### src/rtl/ir_fetch_queue.sv
// Instruction register + prefetch queue: assembles 1- or 2-word instructions and
// buffers them for the decoder. Two-word assembly is enabled by `define IR_Q_OPERAND_EN.
module ir_fetch_queue #(
  parameter int              DATA_W       = 8,
  parameter int              OP_W         = 4,
  parameter int              RA1_W        = 1,
  parameter int              RA2_W        = 3,
  parameter int              DEPTH        = 4,
  parameter logic [OP_W-1:0] OPERAND_BASE = 4'hC
) (
  input  logic              clk,
  input  logic              rst,
  input  logic [DATA_W-1:0] in,
  input  logic              in_valid,
  output logic              in_ready,
  input  logic              flush,
  output logic              inst_valid,
  input  logic              dec_ready,
  output logic [OP_W-1:0]   Op_code,
  output logic [RA1_W-1:0]  reg_add1,
  output logic [RA2_W-1:0]  reg_add2,
  output logic [DATA_W-1:0] operand,
  output logic [DATA_W-1:0] to_PC,
  output logic              has_operand
);

  localparam int PTR_W = (DEPTH > 1) ? $clog2(DEPTH) : 1;
  localparam int CNT_W = $clog2(DEPTH + 1);

  typedef logic [PTR_W-1:0] ptr_t;
  typedef logic [CNT_W-1:0] cnt_t;

  localparam ptr_t LAST = ptr_t'(DEPTH - 1);
  localparam cnt_t FULL = cnt_t'(DEPTH);

  ptr_t rd_ptr_q, rd_ptr_d, wr_ptr_q, wr_ptr_d;
  cnt_t count_q, count_d;
  logic [DATA_W-1:0] word_mem_q [DEPTH];

  logic              in_fire, pop, push;
  logic [DATA_W-1:0] push_word;
  logic [DATA_W-1:0] head_word;

  function automatic ptr_t ptr_inc(input ptr_t p);
    return (p == LAST) ? '0 : p + 1'b1;
  endfunction

  // No bypass: a full queue refuses words even when the head pops this cycle.
  assign in_ready   = (count_q != FULL);
  assign inst_valid = (count_q != '0);
  assign in_fire    = in_valid && in_ready && !flush;
  assign pop        = inst_valid && dec_ready && !flush;

`ifdef IR_Q_OPERAND_EN
  typedef enum logic {S_OP, S_ARG} state_t;

  state_t            state_q, state_d;
  logic [DATA_W-1:0] pend_q, pend_d;
  logic [DATA_W-1:0] push_opnd;
  logic              push_has;
  logic [DATA_W-1:0] opnd_mem_q [DEPTH];
  logic [DEPTH-1:0]  has_mem_q;

  always_comb begin
    state_d   = state_q;
    pend_d    = pend_q;
    push      = 1'b0;
    push_word = in;
    push_opnd = '0;
    push_has  = 1'b0;
    if (flush) begin
      state_d = S_OP;
      pend_d  = '0;
    end else if (in_fire) begin
      case (state_q)
        S_OP: begin
          if (in[DATA_W-1 -: OP_W] >= OPERAND_BASE) begin
            pend_d  = in;
            state_d = S_ARG;
          end else begin
            push = 1'b1;
          end
        end
        S_ARG: begin
          push      = 1'b1;
          push_word = pend_q;
          push_opnd = in;
          push_has  = 1'b1;
          state_d   = S_OP;
        end
        default: state_d = S_OP;
      endcase
    end
  end

  always_ff @(posedge clk) begin
    if (rst) begin
      state_q <= S_OP;
      pend_q  <= '0;
    end else begin
      state_q <= state_d;
      pend_q  <= pend_d;
    end
  end

  always_ff @(posedge clk) begin
    if (push) begin
      opnd_mem_q[wr_ptr_q] <= push_opnd;
      has_mem_q[wr_ptr_q]  <= push_has;
    end
  end

  assign operand     = inst_valid ? opnd_mem_q[rd_ptr_q] : '0;
  assign has_operand = inst_valid && has_mem_q[rd_ptr_q];
`else
  assign push        = in_fire;
  assign push_word   = in;
  assign operand     = '0;
  assign has_operand = 1'b0;
`endif

  assign to_PC = operand;

  always_comb begin
    rd_ptr_d = rd_ptr_q;
    wr_ptr_d = wr_ptr_q;
    count_d  = count_q;
    if (flush) begin
      rd_ptr_d = '0;
      wr_ptr_d = '0;
      count_d  = '0;
    end else begin
      if (push) wr_ptr_d = ptr_inc(wr_ptr_q);
      if (pop)  rd_ptr_d = ptr_inc(rd_ptr_q);
      case ({push, pop})
        2'b10:   count_d = count_q + 1'b1;
        2'b01:   count_d = count_q - 1'b1;
        default: count_d = count_q;
      endcase
    end
  end

  always_ff @(posedge clk) begin
    if (rst) begin
      rd_ptr_q <= '0;
      wr_ptr_q <= '0;
      count_q  <= '0;
    end else begin
      rd_ptr_q <= rd_ptr_d;
      wr_ptr_q <= wr_ptr_d;
      count_q  <= count_d;
    end
  end

  // Storage needs no reset: head outputs are masked whenever the queue is empty.
  always_ff @(posedge clk) begin
    if (push) word_mem_q[wr_ptr_q] <= push_word;
  end

  assign head_word = inst_valid ? word_mem_q[rd_ptr_q] : '0;
  assign Op_code   = head_word[DATA_W-1 -: OP_W];
  assign reg_add1  = head_word[RA2_W +: RA1_W];
  assign reg_add2  = head_word[RA2_W-1:0];

endmodule

### config.mk
export PLATFORM = sky130hd
export DESIGN_NAME = ir_fetch_queue
export DESIGN_NICKNAME = d
export VERILOG_FILES = /design/src/rtl/ir_fetch_queue.sv
export SDC_FILE = /design/constraint.sdc
export NUM_CORES = 1
export LEC_CHECK = 0
export BUFFER_PORTS_ARGS = -buffer_cell sky130_fd_sc_hd__buf_2
export CAP_MARGIN = 15
export CORE_UTILIZATION = 40
export CTS_BUF_LIST = sky130_fd_sc_hd__clkbuf_8
export DETAILED_ROUTE_END_ITERATION = 7
export GPL_TIMING_DRIVEN = 0
export MAX_ROUTING_LAYER = met4
export SYNTH_ARGS = -nofsm -noshare
export SYNTH_HDL_FRONTEND = slang
export SYNTH_SLANG_ARGS = --single-unit
### constraint.sdc
create_clock -name clk -period 2.35 [get_ports clk]
set_input_delay 0.1175 -clock clk [delete_from_list [all_inputs] [get_ports clk]]
set_output_delay 0.1175 -clock clk [all_outputs]
set_load 0.01 [all_outputs]
; ---- Word-level counts from Yosys, hierarchy flattened
; Memories as Yosys holds them, arrays and structs flattened. A register that Yosys moved wholly into a read port is not among the register bits.
; Index checks and enable logic that the tools add are counted.
[op_classes]
add_sub_neg = 4
n_eq_ne = 5
mux = 8
reduce_logical = 8
[ops]
columns = operator, n
row1 = $mux W2, 4
row2 = $mux W8, 1
row3 = $eq A2 B2 Y1 const B, 3
row4 = $pmux W3 S2, 1
row5 = $add A2 B1 Y2 const B, 2
row6 = $logic_and A1 B1 Y1, 4
row7 = $add A3 B1 Y3 const B, 1
row8 = $ne A3 B3 Y1 const B, 1
row9 = $reduce_bool A3 Y1, 1
row10 = $sub A3 B1 Y3 const B, 1
row11 = $eq A2 B1 Y1 const B, 1
row12 = $mux W1, 2
row13 = $reduce_bool A2 Y1, 1
row14 = $reduce_or A2 Y1, 1
row15 = $logic_not A1 Y1, 1
[word_totals]
regBits = 7
mem_bits_rw = 32
input_bits = 13
out_inout_bits = 27
word_cells = 29
n_memories = 1
[mem_list]
columns = memory, words, word_bits, rd, rd_clocked_by_memory_dff, write_ports, line_no
row1 = word_mem_q, 4, 8, 1, 1, 1, 38  ; logic [DATA_W-1:0] word_mem_q [DEPTH];

; ---- Logic depth before layout (Yosys ltp)
[depth]
depth_word = 5
mapped_depth = 10
mapped_depth_nobuf = 9

; ---- Least setup slack after synthesis
; Ideal clock, no wire load.
[synth_path]
path_type = reg2reg
start = register count_q[2]
end = register count_q[2]
setup_time_ps = 70
arrival_ps = 2277
required_ps = 2280
setup_slack_ps = 3
path_stages_with_launch = 11
n_path_buf = 1
period_less_slack_ps = 2347
path_cell_list = dfxtp_1 -> or3b_1 -> buf_6 -> and2_4 -> inv_1 -> ha_1 -> inv_1 -> fa_1 -> xor2_1 -> or3_2 -> a21oi_1
[synth_between]
elab_chain_cells = 5
elab_cells_between_ends = 12
cone_classes = 2 x add/sub / 3 x eq/ne / 1 x mux / 6 x reduce/logical
[synth_lines]
columns = item, line_no
row1 = start: declaration, 37  ; cnt_t count_q, count_d;
row2 = start signal: assignment, 151  ; count_q <= count_d;
row3 = $ne A3 B3 Y1 *, 49  ; assign in_ready = (count_q != FULL);
row4 = named net in_ready, 15  ; output logic in_ready,
row5 = $logic_and A1 B1 Y1 * (2 in series), 51  ; assign in_fire = in_valid && in_ready && !flush;
row6 = $eq A2 B1 Y1 / $eq A2 B2 Y1 (equally long branches), 135  ; case ({push, pop})
row7 = $pmux W3 S2 / $reduce_bool A2 Y1 (equally long branches), -
; The timed path passes the listed nets; every way through them passes the cells marked *.
; A chain may end at the register's enable or synchronous reset.

; ---- Final worst setup path
[layout_path]
start = register count_q[1]
end = register count_q[2]
[layout_between]
elab_chain_cells = 5
elab_cells_between_ends = 12
cone_classes = 2 x add/sub / 3 x eq/ne / 1 x mux / 6 x reduce/logical
[layout_lines]
columns = item, line_no
row1 = $ne A3 B3 Y1 / $reduce_bool A3 Y1 (equally long branches), "49, 50"
row2 = $logic_and A1 B1 Y1 (on tied branches) (2 in series), "51, 52"
row3 = $eq A2 B1 Y1 / $eq A2 B2 Y1 (equally long branches), 135
row4 = $pmux W3 S2 / $reduce_bool A2 Y1 (equally long branches), -
; Parallel ways exist; a longest one is shown, timed or not.

==> impl_table.tex <==
\begin{tabular}{lr}
\hline
Metric & Value \\
\hline
\multicolumn{2}{l}{\textbf{Status}} \\
\quad Result of the run & completed \\
\multicolumn{2}{l}{\textbf{Min path}} \\
\quad Hold path startpoint & in[5] \\
\quad Number of cells traversed by the worst hold path & 1 \\
\quad Class of the tightest hold or removal check & input pin to flip-flop \\
\quad Worst Hold Endpoint & word\_mem\_q[2][5] \\
\multicolumn{2}{l}{\textbf{Yosys}} \\
\quad Number of flip-flops and latches in the synthesized netlist & 41 \\
\quad Instance count of the mapped netlist & 125 \\
\quad Sequential element share of the synthesized area & 61.6\% \\
\quad Number of synthesized flops with an enable pin & 32 \\
\quad Main flop type after synthesis & edfxtp\_1 \\
\quad Average cell area after synthesis & 14.8 um\^{}2 \\
\quad Share of flip-flops with an asynchronous set or reset after synthesis & 0\% \\
\quad Count of different cell masters after synthesis & 29 \\
\quad Post-synthesis instance area & 1850 um\^{}2 \\
\quad Total of warnings raised by yosys & 0 \\
\multicolumn{2}{l}{\textbf{Routing}} \\
\quad Routed wire length per instance & 14.1 um \\
\quad Vias after detailed routing & 1067 \\
\quad Initial drt markers & 39 \\
\quad Total wirelength of the detailed-routed design & 3250 um \\
\quad Detailed-route DRC error count & 0 \\
\quad Antenna Nets Post-Route & 0 \\
\quad First-pass detailed-route iteration total & 4 \\
\quad Vias per cell & 4.64 \\
\multicolumn{2}{l}{\textbf{Floorplanning}} \\
\quad Area of the core region & 4410 um\^{}2 \\
\quad Height of the die & 70.0 um \\
\quad IO Pins & 40 \\
\quad Area of the die & 4910 um\^{}2 \\
\quad Die boundary width & 70.0 um \\
\quad Starting density of the core & 42.0\% \\
\quad Row Count & 24 \\
\multicolumn{2}{l}{\textbf{STA}} \\
\quad Count of final max-slew check failures & 0 \\
\quad Highest clock frequency the design can meet & 440 MHz \\
\quad Transition time at the pin with the least slew margin & 0.696 ns \\
\quad Fin. Hold Viols & 0 \\
\quad Worst rel slew slack & 53.2\% \\
\quad RSZ-0062 raised after global routing & no \\
\quad Final hold slack & 0.0387 ns \\
\quad Count of endpoints failing setup in the final report & 0 \\
\quad Shortest clock period the worst path allows after layout & 2.28 ns \\
\quad Fin crit share & 96.8\% \\
\quad Worst Skew & 0.0104 ns \\
\multicolumn{2}{l}{\textbf{Power}} \\
\quad Power per cell area & 634 nW/um\^{}2 \\
\quad Maximum ir drop on the vdd rail & 0.388 mV \\
\quad Total power & 1.44 mW \\
\quad Reported leakage power & 0.911 nW \\
\multicolumn{2}{l}{\textbf{Critical path}} \\
\quad Family with the most delay on the worst path & simple AND/OR/NAND/NOR gates \\
\quad Cell-by-cell trace of the critical path & or3b\_1 > buf\_6 > and2\_4 > inv\_2 > ha\_4 > inv\_2 > fa\_2 > xor2\_1 > or3\_4 > a21oi\_2 \\
\quad Critical path startpoint category & flip-flop \\
\quad CP Data Arrival Time & 2.49 ns \\
\quad Critical path capture point type & flip-flop \\
\quad Number of buffers and inverters on the critical path & 3 \\
\quad R2r endpoint & count\_q[2] \\
\quad Crit-path max FO & 4 \\
\quad CP max stage delay & 0.39 ns \\
\quad Slowest-stage cell, CP & or3b\_1 \\
\quad Worst reg-to-reg path cell count & 10 \\
\quad Reg-to-reg critical path startpoint & count\_q[1] \\
\quad Critical setup path kind & flip-flop to flip-flop \\
\quad CP dominant cell by count & inv\_2 \\
\quad Reg-to-reg slack, setup & 0.07 ns \\
\quad Data required time of the worst path & 2.56 ns \\
\multicolumn{2}{l}{\textbf{Layout}} \\
\quad Number of filler cells placed in the layout & 394 \\
\quad Layout overhead on the synthesized area & 22.9\% \\
\quad Sequential standard cell area & 1140 um\^{}2 \\
\quad Leading cell types in the layout, fill and taps excluded & 32 x edfxtp\_1, 23 x buf\_2, 23 x buf\_4, 17 x conb\_1 \\
\quad Post-Layout Cell Count & 230 \\
\quad Leading cell type in the layout, fill and taps excluded & edfxtp\_1 \\
\quad Area of the multi-input gates & 621 um\^{}2 \\
\quad Final net count & 197 \\
\quad Count of inserted antenna diode cells & 0 \\
\quad Fraction of final layout cells sized beyond drive strength 1 & 46.1\% \\
\multicolumn{2}{l}{\textbf{Global routing}} \\
\quad Overflow after GRT & 0 \\
\quad Largest net degree at the start of global routing & 14 \\
\quad Most crowded layer after global routing & met2 \\
\quad Global Route met3 Usage & 4.04\% \\
\quad Antenna violations before repair & 0 \\
\quad M2 GR Usage & 27.0\% \\
\quad Fraction of met1 tracks used by global routing & 15.2\% \\
\quad Vias in the first global route & 1160 \\
\quad Global-route wire length before repair & 5300 um \\
\quad Overall Global Routing Usage & 14.9\% \\
\multicolumn{2}{l}{\textbf{CTS}} \\
\quad Clock slew seen by the registers of the worst setup and hold paths & 0.08 ns \\
\quad CTS Buf Count & 5 \\
\quad Source-to-sink clock delay at the later pin of the worst-skew pair & 0.29 ns \\
\quad \# clock sinks & 41 \\
\quad Count of H-tree levels built during CTS & 2 \\
\quad Worst-case clock buffer depth & 2 \\
\quad Clk root buf & clkbuf\_8 \\
\quad CTS tree & done \\
\multicolumn{2}{l}{\textbf{Placed design}} \\
\quad Quantity of I/O buffers inserted on ports & 22 \\
\quad Number of instances in the placed design & 215 \\
\quad Weighted congestion at the end of routability-driven global placement & 0.676 \\
\multicolumn{2}{l}{\textbf{Job}} \\
\quad Number of violations of the max-capacitance limit & 0 \\
\hline
\end{tabular}
cell families after synthesis:
family / after synthesis / share of synthesized area, %
other cells: 1 / 0.203
xor+xnor: 2 / 0.946
compound gates: 8 / 3.11
fa+ha+maj: 7 / 5.14
mux: 8 / 9.73
flops: 41 / 61.6
simple gates: 30 / 9.66
buf+inv: 28 / 9.59
per-layer routing:
metal  share of wire [%]  vias up
met3                 4.6        5
met2                  55       33
met5                   0        -
li1                    -      521
met4                0.92        0
met1                  39      508
worst max-delay path by stage:
stage | start | to | slack, ns | cells past startpoint
3_5_place_dp | count_q[2] | count_q[2] | -0.10 | 10
3_3_place_gp | count_q[2] | count_q[2] | -0.07 | 10
4_1_cts | count_q[0] | count_q[2] | 0.004 | 10
5_1_grt | count_q[1] | count_q[2] | 0.02 | 10
6_report | count_q[1] | count_q[2] | 0.07 | 10
2_1_floorplan | count_q[2] | count_q[2] | 0.003 | 10
state kept, by name, summed over array words and instances (netlist names), named ones only:
register / count
word_mem_q: 32
count_q: 3
rd_ptr_q: 2
wr_ptr_q: 2
cells in the mapped netlist, types with 2 or more instances:
cell type	count	share of area (%)
edfxtp_1	32	52
buf_4	17	6.9
dfxtp_1	9	9.7
mux4_2	8	9.7
nor2b_1	8	2.7
inv_1	7	1.4
ha_1	6	4.1
nor2_1	6	1.2
and3_2	4	1.6
a21oi_1	3	0.81
clkbuf_1	2	0.41
nand2_1	2	0.41
nand4_1	2	0.68
o21ai_0	2	0.54
o31ai_2	2	1.4
xor2_1	2	0.95
where the power goes:
group / switching [mW] / total [mW] / internal, mW / leakage (nW)
logic: 0.0555 / 0.108 / 0.0529 / 0.487
registers: 0.00333 / 0.794 / 0.791 / 0.365
clock network: 0.230 / 0.541 / 0.311 / 0.0593
area by class of cell:
type / count / area share [%]
repair buffers: 29 / 7.04
clock buffers: 5 / 3.02
inverters: 7 / 1.15
plain buffers: 21 / 6.65
well taps: 52 / 2.86
clock inverters: 3 / 1.70
flip-flops and latches: 41 / 50.3
multi-input cells: 72 / 27.3
what timing repair did:
action                     CTS  global route
hold buffers                 0             0
setup buffers                4             2
pin swaps                    2             4
setup endpoints to repair    1             1
gates resized for setup      6             5
metrics by stage:
step           setup slack [ns]  util [%]  cell area [um^2]  TNS, ns
2_1_floorplan           0.00288         -              1910        0
3_3_place_gp            -0.0678      47.3              2090  -0.0678
3_5_place_dp             -0.105      47.3              2090   -0.105
4_1_cts                 0.00442      50.7              2240        0
5_1_grt                  0.0181      51.6              2280        0
6_report                 0.0749      51.6              2280        0
(Power assumes the default switching activity.)
